$ cat src/rtl/multfu_pipe.sv
// multfu_pipe: iterative shift-add multiply FU with signed/unsigned low/high modes and a result FIFO toward CDB/ROB.
module multfu_pipe #(
  parameter int WIDTH = 8,
  parameter int STEP = 1,
  parameter int ROBID_W = 4,
  parameter int OUT_DEPTH = 2
) (
  input  logic                           clk,
  input  logic                           rst,
  input  logic                           input_transmit,
  input  logic [7:0]                     operand,
  input  logic [1:0][WIDTH-1:0]          depvals,
  input  logic [7:0]                     wbs,
  input  logic [7:0]                     flags,
  input  logic [ROBID_W-1:0]             robid,
  input  logic                           cdb_transmit,
  output logic                           cdb_transmit_out,
  output logic [ROBID_W-1:0]             cdb_id,
  output logic [WIDTH-1:0]               cdb_val,
  input  logic                           rob_transmit,
  output logic [ROBID_W-1:0]             robid_out,
  output logic [7:0]                     flags_out,
  output logic [7:0]                     wbs_out,
  output logic [WIDTH-1:0]               value_out,
  output logic                           rob_transmit_out,
  output logic                           busy
);
  localparam int N = WIDTH / STEP;
  localparam int CNW = N > 1 ? $clog2(N) : 1;
  localparam int PW = OUT_DEPTH > 1 ? $clog2(OUT_DEPTH) : 1;
  localparam int CW = $clog2(OUT_DEPTH + 1);
  localparam logic [1:0] IDLE = 2'd0, CALC = 2'd1, FIX = 2'd2;
  typedef struct packed {
    logic [WIDTH-1:0]   val;
    logic [ROBID_W-1:0] id;
    logic [7:0]         fl;
    logic [7:0]         wb;
  } ent_t;
  logic [1:0]         state, mode;
  logic               neg, push_q, cdb_done, rob_done, accept, na, nb, hv, pop;
  logic [2*WIDTH-1:0] acc, a_sh, prod;
  logic [WIDTH-1:0]   b_sh, fix_val;
  logic [CNW-1:0]     cnt;
  logic [7:0]         m_wbs, m_flags;
  logic [ROBID_W-1:0] m_robid;
  logic [PW-1:0]      rd, wr;
  logic [CW-1:0]      count;
  ent_t               mem [OUT_DEPTH];
  ent_t               head;
  logic               unused_ok;
  assign unused_ok = ^operand[7:2];
  assign accept = input_transmit & ~busy;
  assign na = operand[0] & depvals[0][WIDTH-1];
  assign nb = (operand[1:0] == 2'b01) & depvals[1][WIDTH-1];
  assign prod = neg ? -acc : acc;
  assign hv = count != '0;
  assign head = hv ? mem[rd] : '0;
  // a result still in the FIX register occupies a buffer slot for issue purposes
  assign busy = (state != IDLE) | (({1'b0, count} + (CW+1)'(push_q)) >= (CW+1)'(OUT_DEPTH));
  assign cdb_transmit_out = hv & ~head.fl[7] & ~cdb_done;
  assign rob_transmit_out = hv & ~rob_done;
  assign pop = hv & (head.fl[7] | cdb_done | (cdb_transmit & cdb_transmit_out))
                  & (rob_done | (rob_transmit & rob_transmit_out));
  assign cdb_id = head.id;
  assign cdb_val = head.val;
  assign robid_out = head.id;
  assign flags_out = head.fl;
  assign wbs_out = head.wb;
  assign value_out = head.val;
  always_ff @(posedge clk or posedge rst)
    if (rst) begin
      state <= IDLE;
      mode <= '0;
      neg <= 1'b0;
      acc <= '0;
      a_sh <= '0;
      b_sh <= '0;
      cnt <= '0;
      m_wbs <= '0;
      m_flags <= '0;
      m_robid <= '0;
      fix_val <= '0;
      push_q <= 1'b0;
    end else begin
      push_q <= state == FIX;
      if (accept) begin
        state <= CALC;
        mode <= operand[1:0];
        neg <= na ^ nb;
        acc <= '0;
        a_sh <= {{WIDTH{1'b0}}, na ? -depvals[0] : depvals[0]};
        b_sh <= nb ? -depvals[1] : depvals[1];
        cnt <= '0;
        m_wbs <= wbs;
        m_flags <= flags;
        m_robid <= robid;
      end else if (state == CALC) begin
        acc <= acc + a_sh * {{(2*WIDTH-STEP){1'b0}}, b_sh[STEP-1:0]};
        a_sh <= a_sh << STEP;
        b_sh <= b_sh >> STEP;
        cnt <= cnt + 1'b1;
        state <= cnt == CNW'(N-1) ? FIX : CALC;
      end else if (state == FIX) begin
        fix_val <= mode == 2'b00 ? prod[WIDTH-1:0] : prod[2*WIDTH-1:WIDTH];
        state <= IDLE;
      end
    end
  always_ff @(posedge clk or posedge rst)
    if (rst) begin
      rd <= '0;
      wr <= '0;
      count <= '0;
      cdb_done <= 1'b0;
      rob_done <= 1'b0;
    end else begin
      if (push_q) wr <= wr == PW'(OUT_DEPTH-1) ? '0 : wr + 1'b1;
      if (pop) rd <= rd == PW'(OUT_DEPTH-1) ? '0 : rd + 1'b1;
      count <= count + CW'(push_q) - CW'(pop);
      cdb_done <= ~pop & (cdb_done | (cdb_transmit & cdb_transmit_out));
      rob_done <= ~pop & (rob_done | (rob_transmit & rob_transmit_out));
    end
  always_ff @(posedge clk)
    if (push_q) mem[wr] <= {fix_val, m_robid, m_flags, m_wbs};
endmodule

$ cat config.mk
export PLATFORM = sky130hd
export DESIGN_NAME = multfu_pipe
export DESIGN_NICKNAME = d
export VERILOG_FILES = /design/src/rtl/multfu_pipe.sv
export SDC_FILE = /design/constraint.sdc
export NUM_CORES = 1
export LEC_CHECK = 0
export ABC_AREA = 1
export BUFFER_PORTS_ARGS = -buffer_cell sky130_fd_sc_hd__buf_2
export CAP_MARGIN = 20
export CORE_MARGIN = 4
export CORE_UTILIZATION = 58
export DETAILED_ROUTE_END_ITERATION = 10
export MAX_ROUTING_LAYER = met4
export PLACE_DENSITY = 0.8
export SYNTH_ARGS = -nofsm -noshare
export SYNTH_HDL_FRONTEND = slang
export SYNTH_SLANG_ARGS = --single-unit
$ cat constraint.sdc
create_clock -name clk -period 2.8 [get_ports clk]
set_input_delay 0.28 -clock clk [delete_from_list [all_inputs] [get_ports clk]]
set_output_delay 0.28 -clock clk [all_outputs]
set_load 0.005 [all_outputs]
* After elaboration in Yosys (flattened, before gate mapping)
Memory sizes are Yosys's and may differ from the RTL's. Cells that the tools add are included.
Storage, ports and cells: register bits after elaboration 83, RAM bits 56, input port bits 49, output and inout bits 43, logic and storage cells 86, memories kept 1
Cells by class: add/subtract/negate cells 10, $mul 1, order comparisons 1, eq/ne operators 4, muxes and demuxes 21, bitwise logic cells 25, reductions and logical operators 6
Memory list:
- mem | words 2, bits a word 28, read ports 1, clocked after Yosys merged registers in 0, write ports 1, line 48 | ent_t mem [OUT_DEPTH];
Operator list (number):
- 16-bit two-way mux | 5
- 8-bit two-way mux | 5
- 28-bit two-way mux | 1
- 16-bit adder | 1
- 16-bit by 1-bit multiplier with 16-bit output | 1
- 16-bit negation | 1
- 8-bit negation | 2
- 1-bit AND | 12
- 2-bit two-way mux | 4
- 1-bit inverter | 7
- 3-bit two-way mux | 2
- 2-bit nonzero test | 3
- 1-bit bitwise OR | 5
- 2-bit by 1-bit == test with 1-bit output (second input constant) | 2
- 1-bit two-way mux | 4
- 2-bit by 1-bit adder with 3-bit output | 1
- 3-bit by 1-bit adder with 3-bit output (second input constant) | 1
- 3-bit == test (second input constant) | 1
- 3-bit by 2-bit >= comparator with 1-bit output (second input constant) | 1
- 3-bit AND reduction | 1
- 3-bit nonzero test | 1
- 1-bit adder (second input constant) | 2
- 2-bit by 1-bit adder with 2-bit output | 1
- 2-bit == test (second input constant) | 1
- other kinds (3) | 3

* Longest topological paths before layout
Gate-level depths: netlist of run 1.
depth after elaboration 11, depth in mapped cells 15, gate-level depth less buffers 14

* Worst setup path before layout of run 1
No wires, ideal clock.
kind reg-to-reg, from register b_sh[0], to register acc[8], library setup time 0.127 ns, data arrival time 2.101 ns, path slack 0.572 ns, cell stages (with the launch flop) 14, cell sequence dfrtp_1 clkbuf_1 clkbuf_1 nand2_1 inv_1 ha_1 fa_1 nand3_1 nand3_1 nand2_1 nand2_1 or2_2 nand3_1 o21ai_0
Between the ends: longest elaborated chain between the ends 4
RTL lines:
- from (decl) | line 42 | logic [WIDTH-1:0] b_sh, fix_val;
- from (signal assigned) | line 92 | b_sh <= nb ? -depvals[1] : depvals[1];
- from (signal assigned) | line 100 | b_sh <= b_sh >> STEP;
- 16-bit by 1-bit multiplier with 16-bit output | line 98 | acc <= acc + a_sh * {{(2*WIDTH-STEP){1'b0}}, b_sh[STEP-1:0]};
- 16-bit adder | line 98
- 16-bit two-way mux | line 97 | end else if (state == CALC) begin
- 16-bit two-way mux | line 86 | if (accept) begin
- to (signal assigned) | line 98
- to (decl) | line 41 | logic [2*WIDTH-1:0] acc, a_sh, prod;
No other way between the ends. The select of a mux whose other input is x is not followed. A chain may end at the register's enable or synchronous reset.

* Final worst setup path of run 1
from register rd, to output port robid_out[1]
Between the ends: longest elaborated chain between the ends 2
RTL lines:
- from (decl) | line 46 | logic [PW-1:0] rd, wr;
- from (signal assigned) | line 117 | if (pop) rd <= rd == PW'(OUT_DEPTH-1) ? '0 : rd + 1'b1;
- memory 2 x 28 bit
- 28-bit two-way mux | line 57 | assign head = hv ? mem[rd] : '0;
- to (decl) | line 21 | output logic [ROBID_W-1:0] robid_out,
No other way between the ends.

==> results of run 1 <==
[cells in the mapped netlist (3+ instances only)]
cell type / n
nor2_1: 48
a21oi_1: 64
nand2_1: 300
nor3_1: 7
o22ai_1: 11
xor2_1: 6
ha_1: 21
clkbuf_1: 8
xnor2_1: 3
nand3b_1: 3
inv_2: 7
inv_1: 90
buf_2: 8
o21ai_0: 31
o211ai_1: 9
nand3_1: 57
nand4_1: 3
buf_4: 14
edfxtp_1: 56
buf_1: 4
nor2_2: 3
a31oi_1: 3
dfrtp_1: 83
[cells by family (layout without fill, tap and decap cells)]
family	Yosys count	count (layout)	synth area share
xor gates and xnor gates	9	9	0.01105
adders and majority gates	22	22	0.03965
AOI/OAI and AO/OA	125	125	0.09667
and+or+nand+nor	428	428	0.2447
DFF	139	139	0.5270
buffers and inverters	133	225	0.08088
[registers in the layout, indices dropped and copies added (netlist names)]
signal / count
cnt: 3
rob_done: 1
state: 2
cdb_done: 1
rd: 1
mode: 2
count: 2
m_robid: 4
b_sh: 8
mem: 56
wr: 1
m_flags: 8
neg: 1
a_sh: 16
m_wbs: 8
acc: 16
push_q: 1
fix_val: 8
[path summary, 6_finish.rpt]
kind / endpoint / cells after the start / start
min in group asynchronous: b_sh[1] / 4 / rst
max reg2reg: acc[8] / 11 / b_sh[0]
min: m_wbs[6] / 3 / wbs[6]
min reg2reg: mem[0][9] / 0 / m_flags[1]
max in group asynchronous: acc[10] / 4 / rst
max: robid_out[1] / 5 / rd
[cell usage in the layout (no fill, tap or decap), types with 5 or more instances in the layout]
cell type,count
a21oi_1,64
buf_2,85
buf_4,9
clkbuf_16,17
clkinv_2,5
dfrtp_1,83
edfxtp_1,56
ha_1,21
inv_1,89
inv_2,7
nand2_1,300
nand3_1,57
nor2_1,47
nor3_1,7
o211ai_1,9
o21ai_0,31
o22ai_1,11
xor2_1,6
[layer usage]
metal  global-route usage  wire (µm)  vias to the layer above
met2               0.3844       7846                      194
met3              0.04321        878                       21
met4              0.09196        276                        0
met5                    -          0                        -
met1               0.3115       6924                     2762
li1                     -          -                     2948
[cell type report]
class                      count  area, µm²
timing repair buffer          96      523.0
clock inverter                14      142.6
fill                         928       3810
sequential                   139       3759
tap                          147      183.9
inverter                      97      365.4
clock buffer                  18      429.2
multi-input combinational    584       2799
[timing repair]
item | 4_1_cts | 5_1_grt
hold buffers | 1 | 0
hold endpoints to repair | 83 | 0
endpoints found under the setup margin | 0 | 0
[worst max-delay path, stage by stage (launching register included)]
cell     delay (ns)
dfrtp_1        0.52
inv_2          0.24
buf_4          0.28
nand2_1        0.08
a21oi_1        0.24
buf_2          0.17
[power groups by stage]
stage / Combinational [µW] / Sequential [µW] / Clock, µW
3_3_place_gp: 3460 / 3370 / 0
2_1_floorplan: 2770 / 3210 / 0
6_report: 3610 / 3380 / 2170
3_5_place_dp: 3580 / 3410 / 0
5_1_grt: 4110 / 3460 / 2280
4_1_cts: 3620 / 3380 / 2190
[stage by stage]
step | total power, µW | cells | cell area, µm² | util
6_report | 9167 | 1095 | 8202 | 0.6828
5_1_grt | 9859 | 1095 | 8202 | 0.6828
4_1_cts | 9195 | 1095 | 8202 | 0.6828
3_5_place_dp | 6984 | 1062 | 7620 | 0.6344
3_3_place_gp | 6835 | 1062 | 7620 | 0.6344
2_1_floorplan | 5979 | 856 | 7132 | -
==> results.ini, run 1 <==
[status]
status = finished clean

[clocking]
ctsRootBufferMaster = clkbuf_16
clock-sinks = 139
htree_levels = 4
clk_latency_ns = 0.43
cts.path.max_buffers = 2
cts_resized = 0
cts_setup_buffers = 0
numCtsBuffers = 17
tritoncts = built
clkTransAtPathRegs_ns = 0.06

[sta]
layout_setup_ws_ns = 0.5649
tightest_slew_ns = 0.6580
slew_violations = 0
grt_setup_unrepaired = false
finalHoldViolations = 0
max_freq_ghz = 0.4474
tns_ns = 0
timing.final.crit_share = 0.7982
setup_viol = 0
skew_ns = 0.006396
maxSlewHeadroom = 0.5613
fin_crit_ns = 2.235
holdWs_ns = 0.05125

[power]
p_comb_frac = 0.394
power.leakage_uw = 0.004121
internal-power_uw = 5469
swShare = 0.4034
seqPwrFrac = 0.369
p_per_area_nw_per_um2 = 1118
power_switching_uw = 3698
pwr-share-clk = 0.237
ir_worst_vdd_v = 0.0005702

[global_routing]
grt_max_degree = 84
overflow = 0
track_usage = 0.2413
antenna_found_initial = 0
grt_pass1_wl_um = 26570
grt_pass1_vias = 5611

[floorplan]
die_area_um2 = 14130
top_level_ports = 92
core_area_um2 = 12010
die_h_um = 118.9
start_util = 0.5938
die_x_um = 118.9
rows = 40

[placement]
place.gp.congestion = 0.9022
dp_slack_ns = 0.6947
hpwl_um = 10890
port_buffers = 85

[route]
wl_per_cell_um = 14.54
drt-vias-per-instance = 5.411
vias = 5925
dr.pass1.iters = 5
drt-initial-drc-count = 570
ant_nets = 0
drc = 0
routed_wl_um = 15930

[critical_path]
rrSetupSlack_ns = 0.70
required_ns = 2.52
start_kind = register
critical_path_class = reg -> out
worstPathMaxFanout = 19
crit_path_end_kind = output pin
cp.arrival_ns = 1.96

[yosys]
ys_seq_area_frac = 0.5270
synth_top_area_share = 0.2912
synth_warnings = 0
synthCells = 856
synth_edf_count = 56
synth_flop_cell = dfrtp_1
synth.distinct_cells = 35
synth_top_area_cell = dfrtp_1
ys_seq_elements = 139
ys_async_sr_fraction = 0.5971
syn-cell-area_um2 = 7132
synth_area_leaders = dfrtp_1 (29%), edfxtp_1 (24%), nand2_1 (16%), inv_1 (4.7%), a21oi_1 (4.5%)
syn-num-nets = 927
avgSynthCellArea_um2 = 8.332

[layout]
area_growth_pct = 15.00
num_antenna_cells = 0
drive_gt1_frac = 0.1519
final_nets = 1006

[hold_path]
hold_path_class = in -> reg

[job]
drv_cap = 0

No activity file was read; power rests on OpenSTA's default activity.
==> inputs of run 2 (changes only) <==
ABC_AREA = 0   (was 1)
clock period = 2.12 ns   (was 2.8 ns; I/O delays follow)
==> run 2 against run 1 <==
The flow now finishes with violations (setup timing). Total power increased by 36%. Combinational power increased by 42%. Sequential power increased by 32%. Die area decreased by 4.4%. Critical path type is now reg -> reg. Highest routed layer unchanged.
==> results.ini, run 2 <==
[floorplan]
die_area_um2 = 13510
core_area_um2 = 11420
rows = 39
die_x_um = 116.2
start_util = 0.5950
die_h_um = 116.2
top_level_ports = 92

[critical_path]
crit_path_end_kind = register
critical_path_class = reg -> reg
crit_path_start = b_sh[0]
crit_slowest_cell = dfrtp_1
start_kind = register
reg2reg_from = b_sh[0]
cp_slowest_stage_delay_ns = 0.42
worstPathMaxFanout = 6
required_ns = 2.42
worstPathCellList = and2_4 -> ha_4 -> fa_2 -> a21o_1 -> a221oi_4 -> buf_4 -> o21bai_1 -> a21oi_2 -> xor2_1 -> o21ai_1
cp.arrival_ns = 2.69
rrSetupSlack_ns = -0.26

[layout]
drive_gt1_frac = 0.2801
largest_reg_flops = 56
area_growth_pct = 27.79
top_register = mem
num_antenna_cells = 0
final_cell_mix = nand2_1 (103), buf_2 (85), dfrtp_1 (83)
final_nets = 840
fill_cells = 707
reg_top3 = mem: 56 flops, a_sh: 16 flops, acc: 16 flops
mostFrequentLayoutCell = nand2_1
post-route-util = 0.7604
design_area_um2 = 8682
multiInputGateArea_um2 = 3008
ff_latch_area_um2 = 3759

[global_routing]
track_usage = 0.2632
use_met2 = 0.4451
busiest_layer = met2
grt_util_met3 = 0.06010
grt_pass1_wl_um = 26710
use_met1 = 0.3108
antenna_found_initial = 0
grt_pass1_vias = 5428
overflow = 0
grt_max_degree = 84

[sta]
setup_viol = 10
max_freq_ghz = 0.4197
slew_violations = 0
timing.final.crit_share = 1.124
grt_setup_unrepaired = true
finalHoldViolations = 0
tightest_slew_ns = 0.6436
maxSlewHeadroom = 0.5709
fin_crit_ns = 2.383
skew_ns = 0.006729
layout_setup_ws_ns = -0.2628

[power]
internal-power_uw = 7763
ir_worst_vdd_v = 0.001207
power.leakage_uw = 0.003925
pwr-share-clk = 0.232
swShare = 0.3784
seqPwrFrac = 0.357
p_comb_frac = 0.411
p_per_area_nw_per_um2 = 1439
power_switching_uw = 4726

[yosys]
synth_area_leaders = dfrtp_1 (31%), edfxtp_1 (25%), nand2_1 (5.7%), mux2i_1 (4.6%), ha_1 (3.9%)
synth.distinct_cells = 59
syn-cell-area_um2 = 6794
ys_seq_elements = 139
yosys-top-cells-count = nand2_1 (103), dfrtp_1 (83), edfxtp_1 (56)
ys_seq_area_frac = 0.5532
synth_top_area_share = 0.3057
avgSynthCellArea_um2 = 10.89
ys_async_sr_fraction = 0.5971
synthCells = 624
synth_top_area_cell = dfrtp_1
syn-num-nets = 695
synth_edf_count = 56
synth.most_common_cell = nand2_1
synth_warnings = 0
synth_flop_cell = dfrtp_1

[route]
dr.pass1.iters = 5
wl_per_cell_um = 17.53
drc = 0
routed_wl_um = 16220
drt-vias-per-instance = 5.829
drt-initial-drc-count = 457
vias = 5392
ant_nets = 0

[clocking]
htree_levels = 4
numCtsBuffers = 17
clkTransAtPathRegs_ns = 0.07
cts.path.max_buffers = 2
clock-sinks = 139
clk_latency_ns = 0.42
tritoncts = built
ctsRootBufferMaster = clkbuf_16

[placement]
place.gp.congestion = 0.9235
port_buffers = 85
hpwl_um = 10770
dpl_cell_area_um2 = 7705

[hold_path]
hold_path_class = in -> reg
hp-start = flags[4]

[job]
drv_cap = 0

[status]
violations = setup timing
status = complete, but fails checks

run 2: cell types whose count changed after synthesis, moves of 31 or more:
cell     before  now
a21oi_1      64   18
inv_1        90   16
mux2i_1       0   31
nand2_1     300  103
nand3_1      57   12
o21ai_1       0   31
run 2: worst max-delay path, delay by kind of cell, from the launching register on:
kind | cells | cell delay, ns
adders and majority gates | 2 | 0.51
AOI/OAI and AO/OA | 5 | 0.83
and+or+nand+nor | 1 | 0.16
buffers and inverters | 1 | 0.18
DFF | 1 | 0.42
xor gates and xnor gates | 1 | 0.16
run 2: cells by family (layout without fill, tap and decap cells):
kind of cell | after synthesis | count (layout) | synth area share
and+or+nand+nor | 208 | 208 | 0.1363
DFF | 139 | 139 | 0.5532
AOI/OAI and AO/OA | 132 | 132 | 0.1341
buffers and inverters | 54 | 212 | 0.03978
xor gates and xnor gates | 37 | 37 | 0.04770
muxes | 32 | 32 | 0.04733
adders and majority gates | 22 | 22 | 0.04162
run 2: repair_timing:
item	4_1_cts	5_1_grt
hold buffers	16	0
buffers inserted	4	4
endpoints found under the setup margin	8	27
pin swaps	7	3
endpoints found under the hold margin	98	0
gates resized for setup	9	17
run 2: power groups by stage:
stage | Combinational (µW) | Clock [µW] | Sequential, µW
after global placement | 4540 | 0 | 4360
after floorplan | 3240 | 0 | 4260
after global routing | 5650 | 3070 | 4560
after CTS | 4910 | 2900 | 4410
after detailed placement | 4740 | 0 | 4440
final | 5140 | 2890 | 4460
run 2: final cells by class:
| cell class | count | area share |
|---|---|---|
| clock inverters | 13 | 0.01398 |
| multi-input cells | 431 | 0.3464 |
| clock buffers | 19 | 0.05347 |
| well taps | 143 | 0.02061 |
| inverters | 17 | 0.007782 |
| repair buffers | 163 | 0.1248 |
| flip-flops and latches | 139 | 0.4329 |
run 2: worst paths after layout:
| check | endpoint | cells past startpoint |
|---|---|---|
| max | acc[8] | 10 |
| min | m_flags[4] | 3 |
| max reg2reg | acc[8] | 10 |
| min reg2reg | mode[1] | 2 |
| max in group asynchronous | acc[3] | 4 |
| min in group asynchronous | m_wbs[1] | 4 |
run 2: metal layers:
metal / up-vias / part of all wire
met5: - / 0
li1: 2522 / -
met1: 2596 / 0.40
met4: 0 / 0.025
met2: 225 / 0.51
met3: 49 / 0.061
run 2: stage by stage:
stage | setup WS (ns) | instances | power [µW] | TNS [ns] | hold slack, ns
6_report | -0.2628 | 925 | 12490 | -1.541 | 0.005848
5_1_grt | -0.3630 | 925 | 13270 | -2.510 | 0.002781
4_1_cts | -0.2214 | 921 | 12220 | -1.077 | 0.0005723
3_5_place_dp | -0.2144 | 869 | 9180 | -0.8439 | 0.3726
3_3_place_gp | -0.1597 | 869 | 8900 | -0.5358 | 0.3606
2_1_floorplan | -0.3109 | 624 | 7509 | -1.186 | 0.3174
==> inputs of run 3 (changes only) <==
PLACE_DENSITY = 0.82   (was 0.8)
==> run 3 against run 2 <==
The run still ends with setup timing left. Count of clock-buffer cells in the layout fell by 1. Total power rose by 1.7%. Via count rose by 1.4%. Worst hold slack improved by 0.0074 ns. Sequential share of layout area fell by 0.21 points. First-iteration DRC count fell by 0.44%. Final cell count rose by 0.32%. Worst setup slack got worse by 0.083 ns. Die area did not move. Maximum frequency fell by 3.4%. Sequential cell count did not move. Largest cell class unchanged. Highest routed layer unchanged.
==> results.ini, run 3 (same netlist as run 2, synthesis figures left out) <==
[layout]
final_nets = 843
mostFrequentLayoutCell = nand2_1
design_area_um2 = 8727
final_cell_mix = nand2_1 (103), buf_2 (85), dfrtp_1 (82)
drive_gt1_frac = 0.2879
fill_cells = 679
largest_reg_flops = 56
post-route-util = 0.7643
top_register = mem
num_antenna_cells = 0
reg_top3 = mem: 56 flops, a_sh: 16 flops, acc: 16 flops
area_growth_pct = 28.45

[critical_path]
required_ns = 2.41
critical_path_class = reg -> reg
worstPathMaxFanout = 4
cp.arrival_ns = 2.75
crit_path_end_kind = register
reg2reg_from = b_sh[0]
start_kind = register
crit_path_start = b_sh[0]

[clocking]
htree_levels = 4
numCtsBuffers = 17
clkTransAtPathRegs_ns = 0.06
tritoncts = built
ctsRootBufferMaster = clkbuf_16
clock-sinks = 139
cts.path.max_buffers = 2
clk_latency_ns = 0.42

[power]
p_per_area_nw_per_um2 = 1455
power.leakage_uw = 0.003952
ir_worst_vdd_v = 0.0007286
power_uw = 12700

[route]
drt-vias-per-instance = 5.892
routed_wl_um = 16930
vias = 5468
ant_nets = 0
dr.pass1.iters = 5
drt-initial-drc-count = 455
drc = 0
wl_per_cell_um = 18.24

[sta]
layout_setup_ws_ns = -0.3458
finalHoldViolations = 0
skew_ns = 0.009882
fin_crit_ns = 2.466
maxSlewHeadroom = 0.3512
grt_setup_unrepaired = true
timing.final.crit_share = 1.163
setup_viol = 9
slew_violations = 0
max_freq_ghz = 0.4055
tightest_slew_ns = 0.9721

[placement]
dp_slack_ns = -0.2578
dpl_cell_area_um2 = 7727
port_buffers = 85
place.gp.congestion = 0.8729
hpwl_um = 10710

[hold_path]
hp-start = flags[4]
hold_path_class = in -> reg

[floorplan]
start_util = 0.5950
core_area_um2 = 11420
die_x_um = 116.2
rows = 39
die_h_um = 116.2
die_area_um2 = 13510
top_level_ports = 92

[status]
violations = setup timing
status = complete, but fails checks

[global_routing]
antenna_found_initial = 0
grt_pass1_vias = 5567
grt_max_degree = 84
track_usage = 0.2652
overflow = 0
grt_pass1_wl_um = 27020

[job]
drv_cap = 0

run 3: stage by stage:
stage          setup TNS (ns)  hold WS (ns)  cells
6_report               -1.880       0.01324    928
5_1_grt                -2.942       0.01042    928
4_1_cts                -1.282      0.004348    926
3_5_place_dp           -1.175        0.3686    872
3_3_place_gp          -0.8117        0.3655    872
2_1_floorplan          -1.186        0.3174    624
run 3: where the power goes:
part	total [µW]	internal, µW	leakage [µW]	switching, µW
clock network	2930	1760	0.000288	1180
logic	5330	2440	0.00210	2890
registers	4440	3750	0.00156	687
run 3: layout make-up:
class,count,area [µm²],share of cell area
clock buffers,18,429.2,0.04918
flip-flops and latches,139,3760,0.4308
inverters,17,67.56,0.007742
clock inverters,14,156.4,0.01792
multi-input cells,431,3020,0.3461
well taps,143,178.9,0.02050
repair buffers,166,1115,0.1277
run 3: routing by layer:
| metal | share of wire | track usage |
|---|---|---|
| met5 | 0 | - |
| met4 | 0.026 | 0.1137 |
| met3 | 0.070 | 0.07047 |
| met2 | 0.52 | 0.4470 |
| met1 | 0.39 | 0.2983 |
run 3: timing repair:
action | CTS | global route
resized for setup | 13 | 19
setup buffers | 7 | 5
hold endpoints to repair | 97 | 0
pin swaps | 12 | 19
endpoints found under the setup margin | 8 | 14
hold buffers | 15 | 0
run 3: path summary, 6_finish.rpt:
check                             endpoint  slack [ns]  cells after the start
worst max-delay path               acc[14]       -0.35                      9
worst min-delay path            m_flags[4]        0.01                      3
worst max register to register     acc[14]       -0.35                      9
worst min register to register     mode[0]        0.47                      2
max in group asynchronous           acc[8]        1.31                      4
min in group asynchronous         m_wbs[4]        0.45                      4
run 3: worst max-delay path: stages, from the launching register on:
cell and delay [ns]:
dfrtp_1 0.41, and2_4 0.16, ha_4 0.16, fa_2 0.35, a21o_1 0.21, a221oi_4 0.39
o32ai_4 0.14, a221oi_2 0.27, xor2_1 0.17, o21ai_1 0.07
